===== config.mk =====
export PLATFORM = sky130hd
export DESIGN_NAME = signal_config_scheduler_flat
export DESIGN_NICKNAME = d
export VERILOG_FILES = /design/src/rtl/signal_config_scheduler_if.sv /design/src/rtl/signal_config_scheduler.sv /design/src/flat_wrapper.sv
export SDC_FILE = /design/constraint.sdc
export NUM_CORES = 1
export LEC_CHECK = 0
export CAP_MARGIN = 30
export CELL_PAD_IN_SITES_DETAIL_PLACEMENT = 1
export CELL_PAD_IN_SITES_GLOBAL_PLACEMENT = 2
export CORE_MARGIN = 3
export CORE_UTILIZATION = 23
export CTS_CLUSTER_DIAMETER = 80
export DETAILED_ROUTE_END_ITERATION = 16
export PLACE_DENSITY_LB_ADDON = 0.1
export SLEW_MARGIN = 20
export SYNTH_ARGS = -nofsm -noshare
export SYNTH_HDL_FRONTEND = slang
export SYNTH_SLANG_ARGS = --single-unit

===== constraint.sdc =====
create_clock -name CLK -period 1.72 [get_ports CLK]
set_clock_uncertainty 0.05 [all_clocks]
set_input_delay 0.172 -clock CLK [delete_from_list [all_inputs] [get_ports CLK]]
set_output_delay 0.172 -clock CLK [all_outputs]
set_load 0.02 [all_outputs]

===== src/rtl/signal_config_scheduler_if.sv =====
// Bundle of config-request, self-test and signal-line wires shared by the
// scheduler (slave side) and whoever drives it (master side).
interface signal_config_scheduler_if;
  logic       CFG_WR;
  logic [7:0] CFG_DATA;
  logic       CFG_BUSY;
  logic       SELFTEST_START;
  logic       SELFTEST_DONE;
  logic       SELFTEST_PASS;
  logic       SIGNAL_LINE_1;
  logic       SIGNAL_LINE_2;
  logic [7:0] MCONFIG;
  logic       BLANK;

  modport slave (
    input  CFG_WR,
    input  CFG_DATA,
    input  SELFTEST_START,
    input  SIGNAL_LINE_1,
    input  SIGNAL_LINE_2,
    output CFG_BUSY,
    output SELFTEST_DONE,
    output SELFTEST_PASS,
    output MCONFIG,
    output BLANK
  );

  modport master (
    output CFG_WR,
    output CFG_DATA,
    output SELFTEST_START,
    output SIGNAL_LINE_1,
    output SIGNAL_LINE_2,
    input  CFG_BUSY,
    input  SELFTEST_DONE,
    input  SELFTEST_PASS,
    input  MCONFIG,
    input  BLANK
  );
endinterface


===== src/rtl/signal_config_scheduler.sv =====
// Applies signal-input config changes only while both lines are quiet, then blanks the lines.
// Optional self-test sequencer is compiled in when SIGNAL_CONFIG_SELFTEST_EN is defined.
module signal_config_scheduler #(
  parameter int unsigned QUIET_CYCLES = 32'd4,
  parameter int unsigned BLANK_CYCLES = 32'd16,
  parameter int unsigned ST_TIMEOUT   = 32'd4096
) (
  input logic                      CLK,
  input logic                      RESET,
  signal_config_scheduler_if.slave bus
);

  localparam int unsigned QW = $clog2(QUIET_CYCLES + 32'd1);
  localparam int unsigned BW = $clog2(BLANK_CYCLES + 32'd1);
  localparam logic [QW-1:0] QUIET_MAX  = QW'(QUIET_CYCLES);
  localparam logic [BW-1:0] BLANK_MAX  = BW'(BLANK_CYCLES);
  localparam logic [BW-1:0] BLANK_LAST = BW'(BLANK_CYCLES - 32'd1);

  typedef enum logic [2:0] {
    IDLE       = 3'd0,
    WAIT_QUIET = 3'd1,
    APPLY      = 3'd2,
    HOLD_BLANK = 3'd3
`ifdef SIGNAL_CONFIG_SELFTEST_EN
    ,
    ST_CH1     = 3'd4,
    ST_CH2     = 3'd5,
    ST_RESTORE = 3'd6
`endif
  } state_t;

  state_t        state_r, state_s;
  logic [7:0]    pending_r, pending_s;
  logic [7:0]    mconfig_r, mconfig_s;
  logic          busy_r, busy_s;
  logic          blank_r, blank_s;
  logic [QW-1:0] quiet_cnt_r, quiet_cnt_s;
  logic [BW-1:0] blank_cnt_r, blank_cnt_s;
  logic          lines_idle_s;

`ifdef SIGNAL_CONFIG_SELFTEST_EN
  localparam int unsigned TW = $clog2(ST_TIMEOUT + 32'd1);
  localparam logic [TW-1:0] TO_MAX  = TW'(ST_TIMEOUT);
  localparam logic [TW-1:0] TO_LAST = TW'(ST_TIMEOUT - 32'd1);
  // Pulser enabled on one channel at a time; bit0/1 keep both inputs powered.
  localparam logic [7:0] ST_CFG_CH1 = 8'h43;
  localparam logic [7:0] ST_CFG_CH2 = 8'h83;

  logic [7:0]    saved_r, saved_s;
  logic          done_r, done_s;
  logic          pass_r, pass_s;
  logic          pass1_r, pass1_s;
  logic          pass2_r, pass2_s;
  logic [TW-1:0] to_cnt_r, to_cnt_s;
  logic          line1_q_r, line2_q_r;
  logic          rise1_s, rise2_s;

  assign rise1_s = bus.SIGNAL_LINE_1 & ~line1_q_r;
  assign rise2_s = bus.SIGNAL_LINE_2 & ~line2_q_r;
`else
  logic unused_selftest_start_s;
  assign unused_selftest_start_s = bus.SELFTEST_START;
`endif

  assign lines_idle_s = ~(bus.SIGNAL_LINE_1 | bus.SIGNAL_LINE_2);

  // Next-state and next-output decode for the scheduler FSM
  always_comb begin
    state_s     = state_r;
    pending_s   = pending_r;
    mconfig_s   = mconfig_r;
    busy_s      = busy_r;
    blank_s     = blank_r;
    quiet_cnt_s = quiet_cnt_r;
    blank_cnt_s = blank_cnt_r;
`ifdef SIGNAL_CONFIG_SELFTEST_EN
    saved_s  = saved_r;
    done_s   = 1'b0;
    pass_s   = pass_r;
    pass1_s  = pass1_r;
    pass2_s  = pass2_r;
    to_cnt_s = to_cnt_r;
`endif
    case (state_r)
      IDLE: begin
        if (bus.CFG_WR) begin
          pending_s   = bus.CFG_DATA;
          busy_s      = 1'b1;
          quiet_cnt_s = {QW{1'b0}};
          state_s     = WAIT_QUIET;
        end
`ifdef SIGNAL_CONFIG_SELFTEST_EN
        else if (bus.SELFTEST_START) begin
          saved_s   = mconfig_r;
          pass_s    = 1'b0;
          pass1_s   = 1'b0;
          pass2_s   = 1'b0;
          to_cnt_s  = {TW{1'b0}};
          busy_s    = 1'b1;
          blank_s   = 1'b1;
          mconfig_s = ST_CFG_CH1;
          state_s   = ST_CH1;
        end
`endif
        else begin
          busy_s = 1'b0;
        end
      end
      WAIT_QUIET: begin
        // Any activity restarts the quiet window; the change waits for a full idle run.
        if (!lines_idle_s) begin
          quiet_cnt_s = {QW{1'b0}};
        end else if (quiet_cnt_r == QUIET_MAX) begin
          quiet_cnt_s = {QW{1'b0}};
          state_s     = APPLY;
        end else begin
          quiet_cnt_s = quiet_cnt_r + QW'(1'b1);
        end
      end
      APPLY: begin
        mconfig_s   = pending_r;
        blank_s     = 1'b1;
        blank_cnt_s = {BW{1'b0}};
        state_s     = HOLD_BLANK;
      end
      HOLD_BLANK: begin
        if (blank_cnt_r == BLANK_LAST) begin
          blank_s     = 1'b0;
          busy_s      = 1'b0;
          blank_cnt_s = {BW{1'b0}};
          state_s     = IDLE;
        end else if (blank_cnt_r == BLANK_MAX) begin
          blank_cnt_s = blank_cnt_r;
        end else begin
          blank_cnt_s = blank_cnt_r + BW'(1'b1);
        end
      end
`ifdef SIGNAL_CONFIG_SELFTEST_EN
      ST_CH1: begin
        if (rise1_s) begin
          pass1_s   = 1'b1;
          mconfig_s = ST_CFG_CH2;
          to_cnt_s  = {TW{1'b0}};
          state_s   = ST_CH2;
        end else if (to_cnt_r == TO_LAST) begin
          pass1_s   = 1'b0;
          mconfig_s = ST_CFG_CH2;
          to_cnt_s  = {TW{1'b0}};
          state_s   = ST_CH2;
        end else if (to_cnt_r == TO_MAX) begin
          to_cnt_s = to_cnt_r;
        end else begin
          to_cnt_s = to_cnt_r + TW'(1'b1);
        end
      end
      ST_CH2: begin
        if (rise2_s) begin
          pass2_s  = 1'b1;
          to_cnt_s = {TW{1'b0}};
          state_s  = ST_RESTORE;
        end else if (to_cnt_r == TO_LAST) begin
          pass2_s  = 1'b0;
          to_cnt_s = {TW{1'b0}};
          state_s  = ST_RESTORE;
        end else if (to_cnt_r == TO_MAX) begin
          to_cnt_s = to_cnt_r;
        end else begin
          to_cnt_s = to_cnt_r + TW'(1'b1);
        end
      end
      ST_RESTORE: begin
        // The restored config gets its own full blanking window.
        mconfig_s   = saved_r;
        done_s      = 1'b1;
        pass_s      = pass1_r & pass2_r;
        blank_cnt_s = {BW{1'b0}};
        state_s     = HOLD_BLANK;
      end
`endif
      default: begin
        busy_s  = 1'b0;
        blank_s = 1'b0;
        state_s = IDLE;
      end
    endcase
  end

  // State and output registers with asynchronous reset
  always_ff @(posedge CLK or posedge RESET) begin
    if (RESET) begin
      state_r     <= IDLE;
      pending_r   <= 8'h00;
      mconfig_r   <= 8'h00;
      busy_r      <= 1'b0;
      blank_r     <= 1'b0;
      quiet_cnt_r <= {QW{1'b0}};
      blank_cnt_r <= {BW{1'b0}};
`ifdef SIGNAL_CONFIG_SELFTEST_EN
      saved_r   <= 8'h00;
      done_r    <= 1'b0;
      pass_r    <= 1'b0;
      pass1_r   <= 1'b0;
      pass2_r   <= 1'b0;
      to_cnt_r  <= {TW{1'b0}};
      line1_q_r <= 1'b0;
      line2_q_r <= 1'b0;
`endif
    end else begin
      state_r     <= state_s;
      pending_r   <= pending_s;
      mconfig_r   <= mconfig_s;
      busy_r      <= busy_s;
      blank_r     <= blank_s;
      quiet_cnt_r <= quiet_cnt_s;
      blank_cnt_r <= blank_cnt_s;
`ifdef SIGNAL_CONFIG_SELFTEST_EN
      saved_r   <= saved_s;
      done_r    <= done_s;
      pass_r    <= pass_s;
      pass1_r   <= pass1_s;
      pass2_r   <= pass2_s;
      to_cnt_r  <= to_cnt_s;
      line1_q_r <= bus.SIGNAL_LINE_1;
      line2_q_r <= bus.SIGNAL_LINE_2;
`endif
    end
  end

  assign bus.MCONFIG  = mconfig_r;
  assign bus.BLANK    = blank_r;
  assign bus.CFG_BUSY = busy_r;
`ifdef SIGNAL_CONFIG_SELFTEST_EN
  assign bus.SELFTEST_DONE = done_r;
  assign bus.SELFTEST_PASS = pass_r;
`else
  assign bus.SELFTEST_DONE = 1'b0;
  assign bus.SELFTEST_PASS = 1'b0;
`endif

endmodule


===== src/flat_wrapper.sv =====
// flat-port wrapper written by rule: the top's interface ports become plain ports
module signal_config_scheduler_flat 
#(
  parameter int unsigned QUIET_CYCLES = 32'd4,
  parameter int unsigned BLANK_CYCLES = 32'd16,
  parameter int unsigned ST_TIMEOUT   = 32'd4096
)
  (CLK, RESET, bus_CFG_WR, bus_CFG_DATA, bus_SELFTEST_START, bus_SIGNAL_LINE_1, bus_SIGNAL_LINE_2, bus_CFG_BUSY, bus_SELFTEST_DONE, bus_SELFTEST_PASS, bus_MCONFIG, bus_BLANK);
  signal_config_scheduler_if bus_i ();
  input logic CLK;
  input logic RESET;
  input wire logic [$bits(bus_i.CFG_WR)-1:0] bus_CFG_WR;
  input wire logic [$bits(bus_i.CFG_DATA)-1:0] bus_CFG_DATA;
  input wire logic [$bits(bus_i.SELFTEST_START)-1:0] bus_SELFTEST_START;
  input wire logic [$bits(bus_i.SIGNAL_LINE_1)-1:0] bus_SIGNAL_LINE_1;
  input wire logic [$bits(bus_i.SIGNAL_LINE_2)-1:0] bus_SIGNAL_LINE_2;
  output wire logic [$bits(bus_i.CFG_BUSY)-1:0] bus_CFG_BUSY;
  output wire logic [$bits(bus_i.SELFTEST_DONE)-1:0] bus_SELFTEST_DONE;
  output wire logic [$bits(bus_i.SELFTEST_PASS)-1:0] bus_SELFTEST_PASS;
  output wire logic [$bits(bus_i.MCONFIG)-1:0] bus_MCONFIG;
  output wire logic [$bits(bus_i.BLANK)-1:0] bus_BLANK;
  assign bus_i.CFG_WR = bus_CFG_WR;
  assign bus_i.CFG_DATA = bus_CFG_DATA;
  assign bus_i.SELFTEST_START = bus_SELFTEST_START;
  assign bus_i.SIGNAL_LINE_1 = bus_SIGNAL_LINE_1;
  assign bus_i.SIGNAL_LINE_2 = bus_SIGNAL_LINE_2;
  assign bus_CFG_BUSY = bus_i.CFG_BUSY;
  assign bus_SELFTEST_DONE = bus_i.SELFTEST_DONE;
  assign bus_SELFTEST_PASS = bus_i.SELFTEST_PASS;
  assign bus_MCONFIG = bus_i.MCONFIG;
  assign bus_BLANK = bus_i.BLANK;
  signal_config_scheduler #(.QUIET_CYCLES(QUIET_CYCLES), .BLANK_CYCLES(BLANK_CYCLES), .ST_TIMEOUT(ST_TIMEOUT)) u_core (.CLK(CLK), .RESET(RESET), .bus(bus_i));
endmodule

==> run metrics <==
CTS H-tree lvls 1; root buffer cell clkbuf_8; Avg WL per Cell ~14 microns; top post-synthesis cells by count dfrtp_1 (28), mux2_2 (18), inv_1 (11), ha_1 (9); Power Internal 2.19 mW; worst path cell trace inv_2, ha_4, nand4bb_1, a222oi_1, mux2_1; Tcrit/Tclk final 99.0%; Pleak 0.886 nW; die height ~83 microns; HP Class in2async; critical path's slowest cell a222oi_1; final instance area 1950 sq um; first-pass GRT wire length 5.47 mm; Critical Path AT 1.82 ns; reg-to-reg startpoint u_core.quiet_cnt_r[0]$_DFFE_PP0P_; Core Region 5640 sq um; HPWL after DPL ~2.4 mm; Starting Density 24.2%; slowest cell delay on critical path 0.43 ns; Net Switching 1.12 mW; die area 6900 sq um; Fmax 588 MHz; largest net degree at the start of global routing 17; count leader, synth dfrtp_1; post-synthesis sequential area ratio 51.3%; Synth Flop Type dfrtp_1; global placer's final weighted congestion 0.722; Crit Path Max Fanout 3; Overflow after GRT 0; DRC Markers 0; num ports 26; max cap viols 0; synth warn 0; hold buffers post-CTS 0; Clk network pwr share 16.2%; Mean Syn Cell Area 12.8 sq um; Post-synth ARST share 100%; combinational share of power 51.3%; status completed; switching share of power between 30% and 40%; vias in the first global route between 1,000 and 1,500; post-route ant nets 0; PnR Total Power 3.31 mW; Final Hold Slack 0.0887 ns; total number of vias around 1,000; ANT cells 0; Worst Path Required 1.84 ns; Critical Path Source u_core.quiet_cnt_r[0]$_DFFE_PP0P_; count of final hold-check violations 0; setup tns final 0 ns; cell family with most CP delay compound AO/OA/AOI/OAI gates; top cells by area, synth dfrtp_1 (51%), mux2_2 (15%), ha_1 (8.2%), mux2i_1 (3.7%), inv_1 (3.0%); Area Growth Syn to Fin 43.1%; fin nets roughly 180; Via density between 4 and 5; crit start category flip-flop; die width approximately 83 microns; pwr dens around 1700 nW/um^2; proportion of layout cells with a drive suffix above 1 between 30% and 40%; initial antenna violation count 0; router iterations before antenna repair 4; Cell Area, Placed 1790 sq um; element type at the critical path end flip-flop; synthesized area 1370 sq um; Final Setup Violations 0; Synth area leader dfrtp_1; Yosys cell types 30; clock-pin slew on the worst setup and hold paths 0.10 ns; unrepaired setup endpoints after global routing yes; clock sinks 28; Tot GR Track Use 9.90%; number of DRC markers in iteration 0 20; fin. max-slew vios 0; pre-CTS WS -0.0832 ns; Synth top area share between 50% and 60%; final worst slack 0.0179 ns; crit path kind reg2reg; sequential power share 32.5%; TritonCTS clock tree yes; synthesized instance count 107; Worst Path Buf+Inv 1; final WL 3.23 mm; clk_lat worst skew 0.28 ns; quantity of I/O buffers inserted on ports 22; number of synthesized flops with an enable pin 0; Seq cells post-synth 28; Final min period 1.70 ns; CTS max path bufs 2; Row Count 27; Num CTS Buffers 3; Max VDD drop just under 0.6 mV
[routing by layer]
layer	track usage, %	routed length, microns	vias to the layer above
met4	3.57	51	0
met5	0	0	-
met2	18.3	1700	17
met3	2.58	123	5
li1	-	-	471
met1	10.8	1350	481
[registers in the layout (all words and copies together), names as in the netlist]
| name | count |
|---|---|
| u_core.bus.MCONFIG | 8 |
| u_core.pending_r | 8 |
| u_core.blank_cnt_r | 5 |
| u_core.quiet_cnt_r | 3 |
| u_core.state_r | 2 |
| u_core.bus.BLANK | 1 |
| u_core.bus.CFG_BUSY | 1 |
[path summary, 6_finish.rpt]
check / to / slack [ns] / cells after the start
max: u_core.state_r[1]$_DFFE_PP0P_ / 0.02 / 5
min: u_core.bus.MCONFIG[2]$_DFFE_PP0N_ / 0.09 / 2
max reg2reg: u_core.state_r[1]$_DFFE_PP0P_ / 0.02 / 5
min reg2reg: u_core.bus.MCONFIG[7]$_DFFE_PP0N_ / 0.46 / 1
max in group asynchronous: u_core.bus.MCONFIG[3]$_DFFE_PP0N_ / 1.05 / 3
min in group CLK: u_core.pending_r[6]$_DFFE_PP0P_ / 0.44 / 2
[placed cells by master (no fill, tap or decap), types with 2 or more instances in the layout]
master | netlist | layout
mux2_2 | 18 | 18
nand2_1 | 2 | 2
ha_2 | 0 | 2
clkdlybuf4s50_1 | 0 | 22
o21ai_0 | 2 | 2
nand3_1 | 5 | 5
inv_1 | 11 | 9
ha_1 | 9 | 5
mux2i_1 | 5 | 5
inv_2 | 0 | 2
clkbuf_8 | 0 | 3
ha_4 | 0 | 2
buf_4 | 2 | 23
a21oi_1 | 3 | 3
conb_1 | 1 | 2
nand4_1 | 3 | 3
dfrtp_1 | 28 | 28
[repair_timing]
item                       CTS  global route
pin swaps                    2             2
buffers inserted             4             3
resized for setup            8             2
setup endpoints to repair    5             2
[worst register-to-register path, cell delays in order, from the launching register on]
cell	delay, ns
dfrtp_1	0.41
inv_2	0.09
ha_4	0.14
nand4bb_1	0.11
a222oi_1	0.43
mux2_1	0.36
[cell families after synthesis]
| logic type | synth area share, % |
|---|---|
| AOI/OAI and AO/OA | 6.23 |
| adders and majority gates | 8.25 |
| buffers and inverters | 5.22 |
| DFF | 51.3 |
| muxes | 19.3 |
| other | 0.275 |
| and+or+nand+nor | 9.35 |
[power by group through the flow]
| stage | sequential [mW] | clock (mW) | combinational, mW |
|---|---|---|---|
| 2_1_floorplan | 1.20 | 0 | 0.812 |
| 3_3_place_gp | 1.07 | 0 | 1.55 |
| 3_5_place_dp | 1.09 | 0 | 1.59 |
| 4_1_cts | 1.08 | 0.552 | 1.69 |
| 5_1_grt | 1.12 | 0.584 | 1.86 |
| 6_report | 1.08 | 0.537 | 1.70 |
[final cells by class]
class,instances,area [sq um]
clock inverter,1,30.0
inverter,11,41.3
timing repair buffer,46,413
tap,72,90.1
sequential,28,701
fill,602,3690
multi-input combinational,65,637
clock buffer,3,41.3
[metrics by stage]
step / utilization, % / instances
finish: 34.6 / 226
global route: 34.6 / 226
CTS: 34.0 / 223
detailed placement: 31.7 / 215
global placement: 31.7 / 215
floorplan: - / 108
Power figures use the tool's default switching activity.
